<file path="src/rtl/fill_valve_pkg.sv">
// Shared constants, state encoding and sizing helpers for the fill valve arbiter.
package fill_valve_pkg;

  localparam int N_MACHINES_DEF  = 4;
  localparam int FILL_CYCLES_DEF = 60;
  localparam int GAP_CYCLES_DEF  = 2;
  localparam int FILL_LIMIT_DEF  = 120;

  typedef logic [1:0] state_t;

  localparam state_t IDLE   = 2'd0;
  localparam state_t FILL   = 2'd1;
  localparam state_t SETTLE = 2'd2;

  // Wide enough to hold the larger of the fill length and the timeout limit.
  function automatic int cnt_width(input int fill_cycles, input int fill_limit);
    return $clog2(((fill_cycles > fill_limit) ? fill_cycles : fill_limit) + 1);
  endfunction

  function automatic int idx_width(input int n);
    return (n > 1) ? $clog2(n) : 1;
  endfunction

endpackage

</file>
<file path="src/rtl/fill_valve_arbiter_if.sv">
// Machine-side bundle of the shared water inlet valve: requests in, grant/valve status out.
interface fill_valve_arbiter_if
  import fill_valve_pkg::*;
#(
  parameter int N_MACHINES = N_MACHINES_DEF
);
  logic [N_MACHINES-1:0] req;
  logic [N_MACHINES-1:0] pause;
  logic [N_MACHINES-1:0] grant;
  logic                  valve_open;
  logic [N_MACHINES-1:0] fill_done;
  logic                  busy;
  logic [N_MACHINES-1:0] timeout_err;

  modport master (
    output req, pause,
    input  grant, valve_open, fill_done, busy, timeout_err
  );

  modport slave (
    input  req, pause,
    output grant, valve_open, fill_done, busy, timeout_err
  );
endinterface

</file>
<file path="src/rtl/fill_valve_arbiter_rr_picker.sv">
// Combinational round-robin picker: first requester after last_grant, wrapping to 0.
module rr_picker
  import fill_valve_pkg::*;
#(
  parameter int N_MACHINES = N_MACHINES_DEF,
  parameter int IDX_W      = idx_width(N_MACHINES_DEF)
) (
  input  logic [N_MACHINES-1:0] req,
  input  logic [IDX_W-1:0]      last_grant,
  output logic [N_MACHINES-1:0] pick
);

  always_comb begin : search
    logic             found;
    logic [IDX_W-1:0] idx;
    pick  = '0;
    found = 1'b0;
    idx   = '0;
    for (int i = 1; i <= N_MACHINES; i++) begin
      idx = IDX_W'((int'(last_grant) + i) % N_MACHINES);
      if (!found && req[idx]) begin
        pick[idx] = 1'b1;
        found     = 1'b1;
      end
    end
  end

endmodule

</file>
<file path="src/rtl/fill_valve_arbiter.sv">
// Shares one water inlet valve among N_MACHINES washers (IDLE -> FILL -> SETTLE).
// Define FILL_TIMEOUT_EN to add the per-grant fill timeout and sticky timeout_err flags.
module fill_valve_arbiter
  import fill_valve_pkg::*;
#(
  parameter int N_MACHINES  = N_MACHINES_DEF,
  parameter int FILL_CYCLES = FILL_CYCLES_DEF,
  parameter int GAP_CYCLES  = GAP_CYCLES_DEF,
  parameter int FILL_LIMIT  = FILL_LIMIT_DEF
) (
  input logic                 clk,
  input logic                 rst_n,
  fill_valve_arbiter_if.slave bus
);

  localparam int IDX_W = idx_width(N_MACHINES);
  localparam int CNT_W = cnt_width(FILL_CYCLES, FILL_LIMIT);

  localparam logic [CNT_W-1:0] FILL_LAST = CNT_W'(FILL_CYCLES - 1);
  localparam logic [CNT_W-1:0] GAP_LAST  = CNT_W'(GAP_CYCLES - 1);

  state_t                state;
  logic [CNT_W-1:0]      cnt;
  logic [IDX_W-1:0]      last_grant;
  logic [N_MACHINES-1:0] grant_q;
  logic                  valve_q;
  logic [N_MACHINES-1:0] done_q;
  logic [N_MACHINES-1:0] pick;
  logic [IDX_W-1:0]      win_idx;

  rr_picker #(
    .N_MACHINES (N_MACHINES),
    .IDX_W      (IDX_W)
  ) u_picker (
    .req        (bus.req),
    .last_grant (last_grant),
    .pick       (pick)
  );

  always_comb begin
    win_idx = '0;
    for (int i = 0; i < N_MACHINES; i++) begin
      if (pick[i]) win_idx = IDX_W'(i);
    end
  end

`ifdef FILL_TIMEOUT_EN
  localparam logic [CNT_W-1:0] LIMIT_LAST = CNT_W'(FILL_LIMIT - 1);
  logic [CNT_W-1:0]      timer;
  logic [N_MACHINES-1:0] terr_q;
`endif

  // last_grant doubles as the index of the current owner while in FILL.
  always_ff @(posedge clk or negedge rst_n) begin
    if (!rst_n) begin
      state      <= IDLE;
      cnt        <= '0;
      last_grant <= IDX_W'(N_MACHINES - 1);
      grant_q    <= '0;
      valve_q    <= 1'b0;
      done_q     <= '0;
`ifdef FILL_TIMEOUT_EN
      timer      <= '0;
      terr_q     <= '0;
`endif
    end else begin
      done_q <= '0;
      case (state)
        IDLE: begin
          if (|bus.req) begin
            state      <= FILL;
            grant_q    <= pick;
            last_grant <= win_idx;
            valve_q    <= ~|(pick & bus.pause);
            cnt        <= '0;
`ifdef FILL_TIMEOUT_EN
            timer      <= '0;
`endif
          end
        end
        FILL: begin
`ifdef FILL_TIMEOUT_EN
          timer <= timer + 1'b1;
`endif
          if (!bus.req[last_grant]) begin
            state   <= SETTLE;
            grant_q <= '0;
            valve_q <= 1'b0;
            cnt     <= '0;
          end else if (!bus.pause[last_grant] && (cnt == FILL_LAST)) begin
            state              <= SETTLE;
            grant_q            <= '0;
            valve_q            <= 1'b0;
            cnt                <= '0;
            done_q[last_grant] <= 1'b1;
`ifdef FILL_TIMEOUT_EN
          end else if (timer == LIMIT_LAST) begin
            state              <= SETTLE;
            grant_q            <= '0;
            valve_q            <= 1'b0;
            cnt                <= '0;
            terr_q[last_grant] <= 1'b1;
`endif
          end else if (bus.pause[last_grant]) begin
            valve_q <= 1'b0;
          end else begin
            cnt     <= cnt + 1'b1;
            valve_q <= 1'b1;
          end
        end
        SETTLE: begin
          if (cnt == GAP_LAST) begin
            state <= IDLE;
            cnt   <= '0;
          end else begin
            cnt <= cnt + 1'b1;
          end
        end
        default: state <= IDLE;
      endcase
    end
  end

  assign bus.grant      = grant_q;
  assign bus.valve_open = valve_q;
  assign bus.fill_done  = done_q;
  assign bus.busy       = (state != IDLE);
`ifdef FILL_TIMEOUT_EN
  assign bus.timeout_err = terr_q;
`else
  assign bus.timeout_err = '0;
`endif

endmodule

</file>
<file path="src/flat_wrapper.sv">
// flat-port wrapper written by rule: the top's interface ports become plain ports
module fill_valve_arbiter_flat import fill_valve_pkg::*;
#(
  parameter int N_MACHINES  = N_MACHINES_DEF,
  parameter int FILL_CYCLES = FILL_CYCLES_DEF,
  parameter int GAP_CYCLES  = GAP_CYCLES_DEF,
  parameter int FILL_LIMIT  = FILL_LIMIT_DEF
)
  (clk, rst_n, bus_req, bus_pause, bus_grant, bus_valve_open, bus_fill_done, bus_busy, bus_timeout_err);
  fill_valve_arbiter_if #(.N_MACHINES(N_MACHINES)) bus_i ();
  input logic clk;
  input logic rst_n;
  input wire logic [$bits(bus_i.req)-1:0] bus_req;
  input wire logic [$bits(bus_i.pause)-1:0] bus_pause;
  output wire logic [$bits(bus_i.grant)-1:0] bus_grant;
  output wire logic [$bits(bus_i.valve_open)-1:0] bus_valve_open;
  output wire logic [$bits(bus_i.fill_done)-1:0] bus_fill_done;
  output wire logic [$bits(bus_i.busy)-1:0] bus_busy;
  output wire logic [$bits(bus_i.timeout_err)-1:0] bus_timeout_err;
  assign bus_i.req = bus_req;
  assign bus_i.pause = bus_pause;
  assign bus_grant = bus_i.grant;
  assign bus_valve_open = bus_i.valve_open;
  assign bus_fill_done = bus_i.fill_done;
  assign bus_busy = bus_i.busy;
  assign bus_timeout_err = bus_i.timeout_err;
  fill_valve_arbiter #(.N_MACHINES(N_MACHINES), .FILL_CYCLES(FILL_CYCLES), .GAP_CYCLES(GAP_CYCLES), .FILL_LIMIT(FILL_LIMIT)) u_core (.clk(clk), .rst_n(rst_n), .bus(bus_i));
endmodule
</file>
<file path="config.mk">
export PLATFORM = sky130hd
export DESIGN_NAME = fill_valve_arbiter_flat
export DESIGN_NICKNAME = d
export VERILOG_FILES = /design/src/rtl/fill_valve_pkg.sv /design/src/rtl/fill_valve_arbiter_if.sv /design/src/rtl/fill_valve_arbiter_rr_picker.sv /design/src/rtl/fill_valve_arbiter.sv /design/src/flat_wrapper.sv
export SDC_FILE = /design/constraint.sdc
export NUM_CORES = 1
export LEC_CHECK = 0
export ABC_AREA = 0
export CAP_MARGIN = 20
export CORE_AREA = 3 3 76 78
export CTS_BUF_LIST = sky130_fd_sc_hd__clkbuf_16
export DETAILED_ROUTE_END_ITERATION = 12
export DIE_AREA = 0 0 79 81
export GPL_TIMING_DRIVEN = 1
export PLACE_DENSITY_LB_ADDON = 0.08
export SLEW_MARGIN = 30
export SYNTH_ARGS = -nofsm -noshare
export SYNTH_HDL_FRONTEND = slang
export SYNTH_SLANG_ARGS = --single-unit
</file>
<file path="constraint.sdc">
create_clock -name clk -period 4.3 [get_ports clk]
set_input_delay 1.075 -clock clk [delete_from_list [all_inputs] [get_ports clk]]
set_output_delay 1.075 -clock clk [all_outputs]
set_load 0.02 [all_outputs]
</file>
Word level (Yosys, flattened, before mapping). Cells that the tools add are included.

Output and inout bits: 14. Bits of input ports: 10. Flip-flop bits (word level): 20. Logic and storage cells: 113.

Reductions and logical operators: 25. Bitwise gates (word level): 4. Equal/unequal tests: 8. Multiplexer cells: 55. Add/subtract/negate cells: 5. $lt $le $gt $ge: 10.

Operators by type and width (number): $mux W4 (10); $mux W7 (5); $pmux W7 S3 (1); $mux W1 (19); $lt A2 B3 Y1 const B (5); $bmux W1 S2 (6); $mux W2 (6); $or A4 B4 Y4 (3); $demux W1 S2 (5); $ge A2 B1 Y1 const B (5); $logic_and A1 B1 Y1 (9); $reduce_and A3 Y1 (3); $pmux W4 S2 (1); $reduce_or A4 Y1 (2); $add A7 B1 Y7 const B (1); $eq A7 B1 Y1 const B (1); $eq A7 B6 Y1 const B (1); $pmux W2 S3 (1); $logic_not A1 Y1 (5); $add A2 B1 Y2 const B (2); $add A2 B2 Y2 const B (2); $and A4 B4 Y4 (1); $ne A2 B1 Y1 const B (2); $ne A4 B4 Y1 const B (1); 8 further kinds (10).

Longest topological paths before layout. Gate-level depths: netlist of run 1.

Depth after elaboration: 18. Gate-level depth with buffers: 9. Mapped depth without buffers: 8.

Modules after synthesis. From an unflattened synthesis of run 1, not the netlist that was laid out.

Cell total of the unflattened synthesis: 158. Area total of the unflattened synthesis: 1629.1 µm².

By module, submodules not included: fill_valve_arbiter (area an instance 1271.2 µm², cells an instance 120, instances 1); rr_picker (area an instance 357.8 µm², cells an instance 38, instances 1).

Worst setup path before layout of run 1. No wires, ideal clock.

Path type: register to register. From: register u_core.last_grant[1]. To: register u_core.valve_q, in the netlist u_core.bus.valve_open. Data required time: 4.226 ns. Path slack: 1.530 ns. Buffers on the path: 1. Library setup time: 0.074 ns. Cell stages (with the launch flop): 10. Period minus slack after synthesis: 2.770 ns. Arrival: 2.696 ns. Cells stage by stage: dfstp_2 buf_2 inv_1 ha_1 mux4_2 and2_4 a21o_1 a221o_1 a21o_1 o21ai_2.

Longest elaborated chain between the ends: 18. Elaborated cells on any way between the ends: 62. Classes of those cells: add/sub (4); order compare (8); mux (32); bitwise (4); reduce/logical (14).

RTL lines: start: declaration (RTL line fill_valve_arbiter.sv:24) `logic [IDX_W-1:0] last_grant;`; start signal: assignment (RTL line fill_valve_arbiter.sv:58) `last_grant <= IDX_W'(N_MACHINES - 1);`; start signal: assignment (RTL line fill_valve_arbiter.sv:73) `last_grant <= win_idx;`; parallel branches: the longest is 17 deep, another holds $lt A2 B3 Y1; $pmux W1 S2 * (RTL line fill_valve_arbiter.sv:68) `case (state)`; end signal: assignment (RTL line fill_valve_arbiter.sv:74) `valve_q <= ~|(pick & bus.pause);`; end: declaration (RTL line fill_valve_arbiter.sv:26) `logic valve_q;`.

Mark *: on every way between the ends. The select of a mux whose other input is x is not followed. A chain may end at the register's enable or synchronous reset.

Worst setup path in the final report of run 1.
From: input port bus_req[0]. To: register u_core.valve_q, in the netlist u_core.bus.valve_open.

Longest elaborated chain between the ends: 17. Elaborated cells on any way between the ends: 35. Classes of those cells: eq/ne (1); mux (20); bitwise (4); reduce/logical (10).

RTL lines: start: declaration (RTL line flat_wrapper.sv:13) `input wire logic [$bits(bus_i.req)-1:0] bus_req;`; $bmux W1 S2 (RTL line fill_valve_arbiter_rr_picker.sv:21) `if (!found && req[idx]) begin`; $mux W1 (implied by the code) (RTL line fill_valve_arbiter_rr_picker.sv:21); $mux W1 (RTL line fill_valve_arbiter_rr_picker.sv:21); $logic_not A1 Y1 (RTL line fill_valve_arbiter_rr_picker.sv:21); $logic_and A1 B1 Y1 (RTL line fill_valve_arbiter_rr_picker.sv:21); $mux W1 (RTL line fill_valve_arbiter_rr_picker.sv:21); $logic_not A1 Y1 (RTL line fill_valve_arbiter_rr_picker.sv:21); $logic_and A1 B1 Y1 (RTL line fill_valve_arbiter_rr_picker.sv:21); $mux W1 (RTL line fill_valve_arbiter_rr_picker.sv:21); $logic_not A1 Y1 (RTL line fill_valve_arbiter_rr_picker.sv:21); $logic_and A1 B1 Y1 (RTL line fill_valve_arbiter_rr_picker.sv:21); $mux W4 (RTL line fill_valve_arbiter_rr_picker.sv:21); $and A4 B4 Y4 (RTL line fill_valve_arbiter.sv:74); $reduce_or A4 Y1 (RTL line fill_valve_arbiter.sv:74); $logic_not A1 Y1 (RTL line fill_valve_arbiter.sv:74); $mux W1 (RTL line fill_valve_arbiter.sv:70) `if (|bus.req) begin`; $pmux W1 S2 (RTL line fill_valve_arbiter.sv:68).

Parallel ways exist; a longest one is shown, timed or not. The select of a mux whose other input is x is not followed.

==> results by group, run 1 <==
Setup path
  – Critical Path Source Type: input pin
  – Slowest-stage cell, CP: mux4_2
  – Critical path arrival: 3.20 ns
  – CP Cell Sequence: clkdlybuf4s50_1 > mux4_2 > nor2_1 > a221oi_1 > a211oi_1 > a21o_1 > o21ai_2
  – Worst setup path class: input pin to register
  – Crit-path max cell delay: 0.62 ns
  – CP Data Required Time: 4.43 ns
  – Max Fanout on Critical Path: 8
  – Setup crit end kind: register

Synth
  – Post-synthesis cell count: 164
  – Mapped Area: 1550 µm²
  – Main synth FF type: dfrtp_1
  – EDFF count, synth: 0
  – Synth unique cells: 48
  – Async set-reset flop share out of synthesis: 100%
  – Syn_area_per_cell: 9.44 µm²
  – Yosys reg bits: 20
  – Syn. warnings: 0
  – Seq/Total Area, Yosys: 32.5%
  – Synth area leader: dfrtp_1
  – Ranking of synthesized cells by area: dfrtp_1 29%, ha_1 11%, mux4_2 7.3%
  – Synth top area share: 29.1%

Routing
  – Post-route ant nets: 0
  – DRC Markers: 0
  – Drt pass-1 iters: 4
  – Initial DRC Count: 84
  – WL final: 3.54 mm
  – Vias per cell: 4.94
  – Routed vias: 1249
  – Wirelength per Cell: 14.0 µm

Global routing
  – GRT overflow: 0
  – First-pass GRT wire length: 6.04 mm
  – Pin count of the biggest net entering global routing: 21
  – Vias in the first global route: 1254
  – GRT Total Usage: 11.9%
  – Initial antenna violation count: 0

Floorplan
  – Die W: 79 µm
  – Row cnt: 26
  – Core area: 5140 µm²
  – Initial Utilization: 30.1%
  – Ports: 24
  – Die ar.: 6400 µm²
  – Die Y: 81 µm

Layout
  – Final net count: 208
  – Diodes inserted: 0
  – FILL cells: 545
  – Layout cells sized above 1: 9.29%
  – Most frequent cells in the layout: 18 x clkdlybuf4s50_1, 18 x dfrtp_1, 17 x nand2_1, 14 x nor2_1, 14 x ha_1
  – Synthesis-to-finish area growth: 21.8%

STA
  – Worst slew pin tran: 0.614 ns
  – Final Hold Viols: 0
  – Worst hold slack: 0.490 ns
  – Max Clock Freq: 326 MHz
  – Slew headroom: 58.7%
  – Setup TNS Final: 0 ns
  – Setup violations, final: 0
  – RSZ-0062 raised after global routing: no
  – Final period utilization: 71.3%
  – Final Skew: 0.00580 ns
  – Max-slew violations: 0
  – Minimum clock period: 3.07 ns

Pwr
  – IR drop worst, VDD: 0.375 mV
  – Power per cell area: 676 nW/µm²
  – Lkg Pwr: 0.000829 µW
  – Power after layout: 1270 µW

Placement
  – GPL Wtd Cong: 0.828
  – IO buf count: 19
  – Dpl hpwl: 2.78 mm

Clock network
  – Clk root buf: clkbuf_16
  – CTS max path bufs: 2
  – Clock Sinks: 20
  – CTS Hold Bufs: 0
  – CTS tree: done
  – Clock Latency Late Sink: 0.25 ns
  – Post-CTS Setup Inserts: 0
  – CTS clock-pin slew for the worst setup and hold paths: 0.06 ns
  – Num CTS Buffers: 3
  – H-tree Lvls: 1
  – Post-cts resize count: 0

Run status
  – Status: finished, final reports clean

Flow run
  – Max-cap violations: 0

Min path
  – Hold WC Path Type: register to register
[cells in the mapped netlist (all sizes together), types with 5 or more instances]
cell and number:
xor2 5, mux2i 6, o21ai 9, inv 11, nor2 14, nand2 17, dfrtp 18, ha 14
a21oi 5, mux4 5, buf 7
[stage by stage]
step                instance area (µm²)  util [%]  instances  setup WS (ns)
global route                       1890      36.7        253           1.07
global placement                   1790      34.7        249           1.00
CTS                                1890      36.8        253           1.25
floorplan                          1560         -        167           1.53
detailed placement                 1790      34.7        249           1.00
finish                             1890      36.7        253           1.23
[critical path: cells and delay by family]
family | cells | cell delay [ns]
and+or+nand+nor | 1 | 0.12
buffers and inverters | 1 | 0.54
muxes | 1 | 0.62
AOI/OAI and AO/OA | 4 | 0.84
[layer usage]
metal  vias up  GRT usage [%]  routed length (µm)
met1       590           16.4                1730
met2        35           18.4                1520
met3         6           3.55                 223
met5         -              0                   0
li1        618              -                   -
met4         0           2.23                  59
[logic make-up (layout without fill, tap and decap cells)]
group / count (synthesis) / after routing / synth area share, %
adder cells (fa/ha/maj): 14 / 14 / 11.3
AO/OA/AOI/OAI: 33 / 33 / 14.6
other: 1 / 4 / 0.242
buffers and inverters: 18 / 34 / 5.98
AND/OR/NAND/NOR: 61 / 61 / 20.6
multiplexers: 12 / 12 / 11.9
XOR/XNOR: 5 / 5 / 2.83
flip-flops: 20 / 20 / 32.5
[cell type report]
class | count | area (µm²) | share of cell area [%]
Clock buffer | 3 | 75.1 | 3.98
Clock inverter | 1 | 30.0 | 1.59
Inverter | 11 | 41.3 | 2.19
Multi-Input combinational cell | 129 | 963 | 51.1
Sequential cell | 20 | 503 | 26.7
Tap cell | 70 | 87.6 | 4.64
Timing Repair Buffer | 19 | 185 | 9.82
[registers in the layout, indices dropped and copies added (netlist names)]
name,count
u_core.bus.fill_done,4
u_core.bus.grant,4
u_core.bus.valve_open,1
u_core.cnt,7
u_core.last_grant,2
u_core.state,2
[final timing paths]
check / endpoint / start / depth (start not counted) / slack [ns]
min in group asynchronous: u_core.bus.valve_open / rst_n / 1 / 0.76
setup reg to reg: u_core.bus.valve_open / u_core.last_grant[0] / 8 / 1.26
hold / removal: u_core.bus.grant[0] / u_core.bus.grant[0] / 1 / 0.49
max in group asynchronous: u_core.last_grant[1] / rst_n / 1 / 3.21
setup / recovery: u_core.bus.valve_open / bus_req[0] / 7 / 1.23
hold reg to reg: u_core.bus.grant[0] / u_core.bus.grant[0] / 1 / 0.49
[power breakdown]
group / switching [µW] / internal, µW / total [µW]
clock network: 65.4 / 184 / 250
registers: 67.8 / 238 / 306
logic: 417 / 301 / 718
total: 550 / 724 / 1270
(Power assumes the default switching activity.)
==> inputs of run 2 (changes only) <==
==> constraint.sdc (replaced) <==
create_clock -name clk -period 3.2 [get_ports clk]
set_input_delay 0.8 -clock clk [delete_from_list [all_inputs] [get_ports clk]]
set_output_delay 0.8 -clock clk [all_outputs]
set_load 0.02 [all_outputs]
==> run 2 against run 1 <==
Net effect: via count is 2.4% higher; cell count grew 1.6%; global-route usage increased by 0.57 points; count of clock-buffer cells in the layout is the same; clock skew hardly changed; combinational power is 48% higher; register-to-register slack worse by 0.80 ns; design area rose by 0.20%; sequential share of layout area fell by 0.053 points; non-clock buffer count rose by 4; sequential power rose by 16%; power rose by 31%; critical endpoint unchanged; highest routed layer unchanged.
==> results by group, run 2 (synthesis gave the netlist of run 1 again) <==
Clock network
  – H-tree Lvls: 1
  – Clk root buf: clkbuf_16
  – CTS clock-pin slew for the worst setup and hold paths: 0.06 ns
  – Post-CTS Setup Inserts: 0
  – CTS Hold Bufs: 0
  – CTS tree: done
  – Clock Latency Late Sink: 0.25 ns
  – CTS max path bufs: 2
  – Num CTS Buffers: 3
  – Clock Sinks: 20
  – Post-cts resize count: 0

Floorplan
  – Initial Utilization: 30.1%
  – Die Y: 81 µm
  – Core area: 5140 µm²
  – Die ar.: 6400 µm²
  – Ports: 24
  – Row cnt: 26
  – Die W: 79 µm

Pwr
  – IR drop worst, VDD: 0.467 mV
  – Power per cell area: 883 nW/µm²
  – Clock network power share: 15.3%
  – Logic pwr share: 63.5%
  – Lkg Pwr: 0.000835 µW
  – Seq pwr share: 21.2%
  – Cell Int Power: 911 µW
  – Sw Share: 45.4%
  – Sw power: 758 µW

Global routing
  – Pin count of the biggest net entering global routing: 21
  – Initial antenna violation count: 0
  – First-pass GRT wire length: 6.18 mm
  – GRT Total Usage: 12.4%
  – Vias in the first global route: 1247
  – GRT overflow: 0

Placement
  – Worst slack, placed: 0.178 ns
  – Dpl hpwl: 2.89 mm
  – IO buf count: 19
  – GPL Wtd Cong: 0.823
  – Dpl cells: 253

Layout
  – Register bank with the most flops: u_core.cnt
  – Diodes inserted: 0
  – Max FFs per register: 7
  – Reg area: 503 µm²
  – Final net count: 212
  – Non-filler cells, final: 257
  – Multi-input gate area: 963 µm²
  – Most frequent cells in the layout: 18 x clkdlybuf4s50_1, 18 x dfrtp_1, 17 x nand2_1, 14 x nor2_1, 14 x ha_1
  – FILL cells: 545
  – Synthesis-to-finish area growth: 22.1%
  – Layout cells sized above 1: 10.7%

Setup path
  – Worst flop-to-flop path startpoint: u_core.last_grant[0]
  – Setup crit end kind: register
  – Worst setup path endpoint: u_core.bus.valve_open
  – Worst R2R Setup Slack: 0.46 ns
  – CP Data Required Time: 3.37 ns
  – Crit. Startpoint: bus_req[2]
  – Max Fanout on Critical Path: 10
  – Critical path arrival: 2.98 ns
  – FF-to-FF path depth: 8
  – Worst setup path class: input pin to register
  – Critical Path Source Type: input pin
  – R2R Path End: u_core.bus.valve_open

Routing
  – Vias per cell: 4.98
  – Post-route ant nets: 0
  – Initial DRC Count: 103
  – DRC Markers: 0
  – WL final: 3.67 mm
  – Routed vias: 1279
  – Wirelength per Cell: 14.3 µm
  – Drt pass-1 iters: 4

STA
  – Setup violations, final: 0
  – Setup TNS Final: 0 ns
  – Max Clock Freq: 357 MHz
  – Final Skew: 0.00616 ns
  – Final Hold Viols: 0
  – Minimum clock period: 2.80 ns
  – Worst setup margin: 0.396 ns
  – Final period utilization: 87.6%
  – RSZ-0062 raised after global routing: no
  – Max-slew violations: 0

Run status
  – Status: finished, final reports clean

Min path
  – Hold WC Path Type: register to register

Flow run
  – Max-cap violations: 0
run 2: cell count changes in the layout (fill, tap and decap cells not counted), sizes merged:
cell	previous run	this run
buf	1	5
bufinv	1	0
clkinv	0	1
run 2: worst min-delay path by stage:
stage,cells past startpoint,startpoint,slack [ns],endpoint
after floorplan,0,rst_n,0.50,u_core.bus.fill_done[0]
after global placement,1,u_core.bus.grant[0],0.47,u_core.bus.grant[0]
after detailed placement,1,u_core.bus.grant[0],0.47,u_core.bus.grant[0]
after CTS,1,u_core.bus.grant[0],0.49,u_core.bus.grant[0]
after global routing,1,u_core.bus.grant[0],0.52,u_core.bus.grant[0]
final,1,u_core.bus.grant[0],0.48,u_core.bus.grant[0]
run 2: through the flow:
step	util (%)	hold WS, ns	cell area [µm²]	total power (µW)
after global routing	36.8	0.518	1890	1820
after global placement	35.3	0.471	1820	1410
final	36.8	0.480	1890	1670
after CTS	36.9	0.490	1890	1680
after floorplan	-	0.497	1560	1120
after detailed placement	35.3	0.469	1820	1420
run 2: power groups by stage:
| stage | sequential (µW) | combinational [µW] | clock, µW |
|---|---|---|---|
| 2_1_floorplan | 390 | 729 | 0 |
| 3_3_place_gp | 355 | 1060 | 0 |
| 3_5_place_dp | 359 | 1060 | 0 |
| 4_1_cts | 354 | 1060 | 266 |
| 5_1_grt | 362 | 1180 | 277 |
| 6_report | 354 | 1060 | 256 |
run 2: layout make-up:
| class | instances | share of cell area, % |
|---|---|---|
| timing repair buffer | 23 | 11.4 |
| clock inverter | 1 | 0.199 |
| clock buffer | 3 | 3.97 |
| tap | 70 | 4.64 |
| multi-input combinational | 129 | 51.0 |
| sequential | 20 | 26.6 |
| inverter | 11 | 2.19 |
run 2: worst max-delay path, stage by stage:
cell and delay (ns):
clkdlybuf4s50_1 0.54, mux4_2 0.64, nor2_1 0.20, o211ai_1 0.11
o211ai_1 0.24, o221ai_1 0.28, o21ai_2 0.17
run 2: per-layer routing:
layer	routed length, µm	GRT usage (%)	vias to the layer above	share of wire, %
li1	-	-	623	-
met3	185	3.88	6	5.0
met4	58	3.61	0	1.6
met5	0	0	-	0
met1	1820	17.7	617	49
met2	1610	17.9	33	44
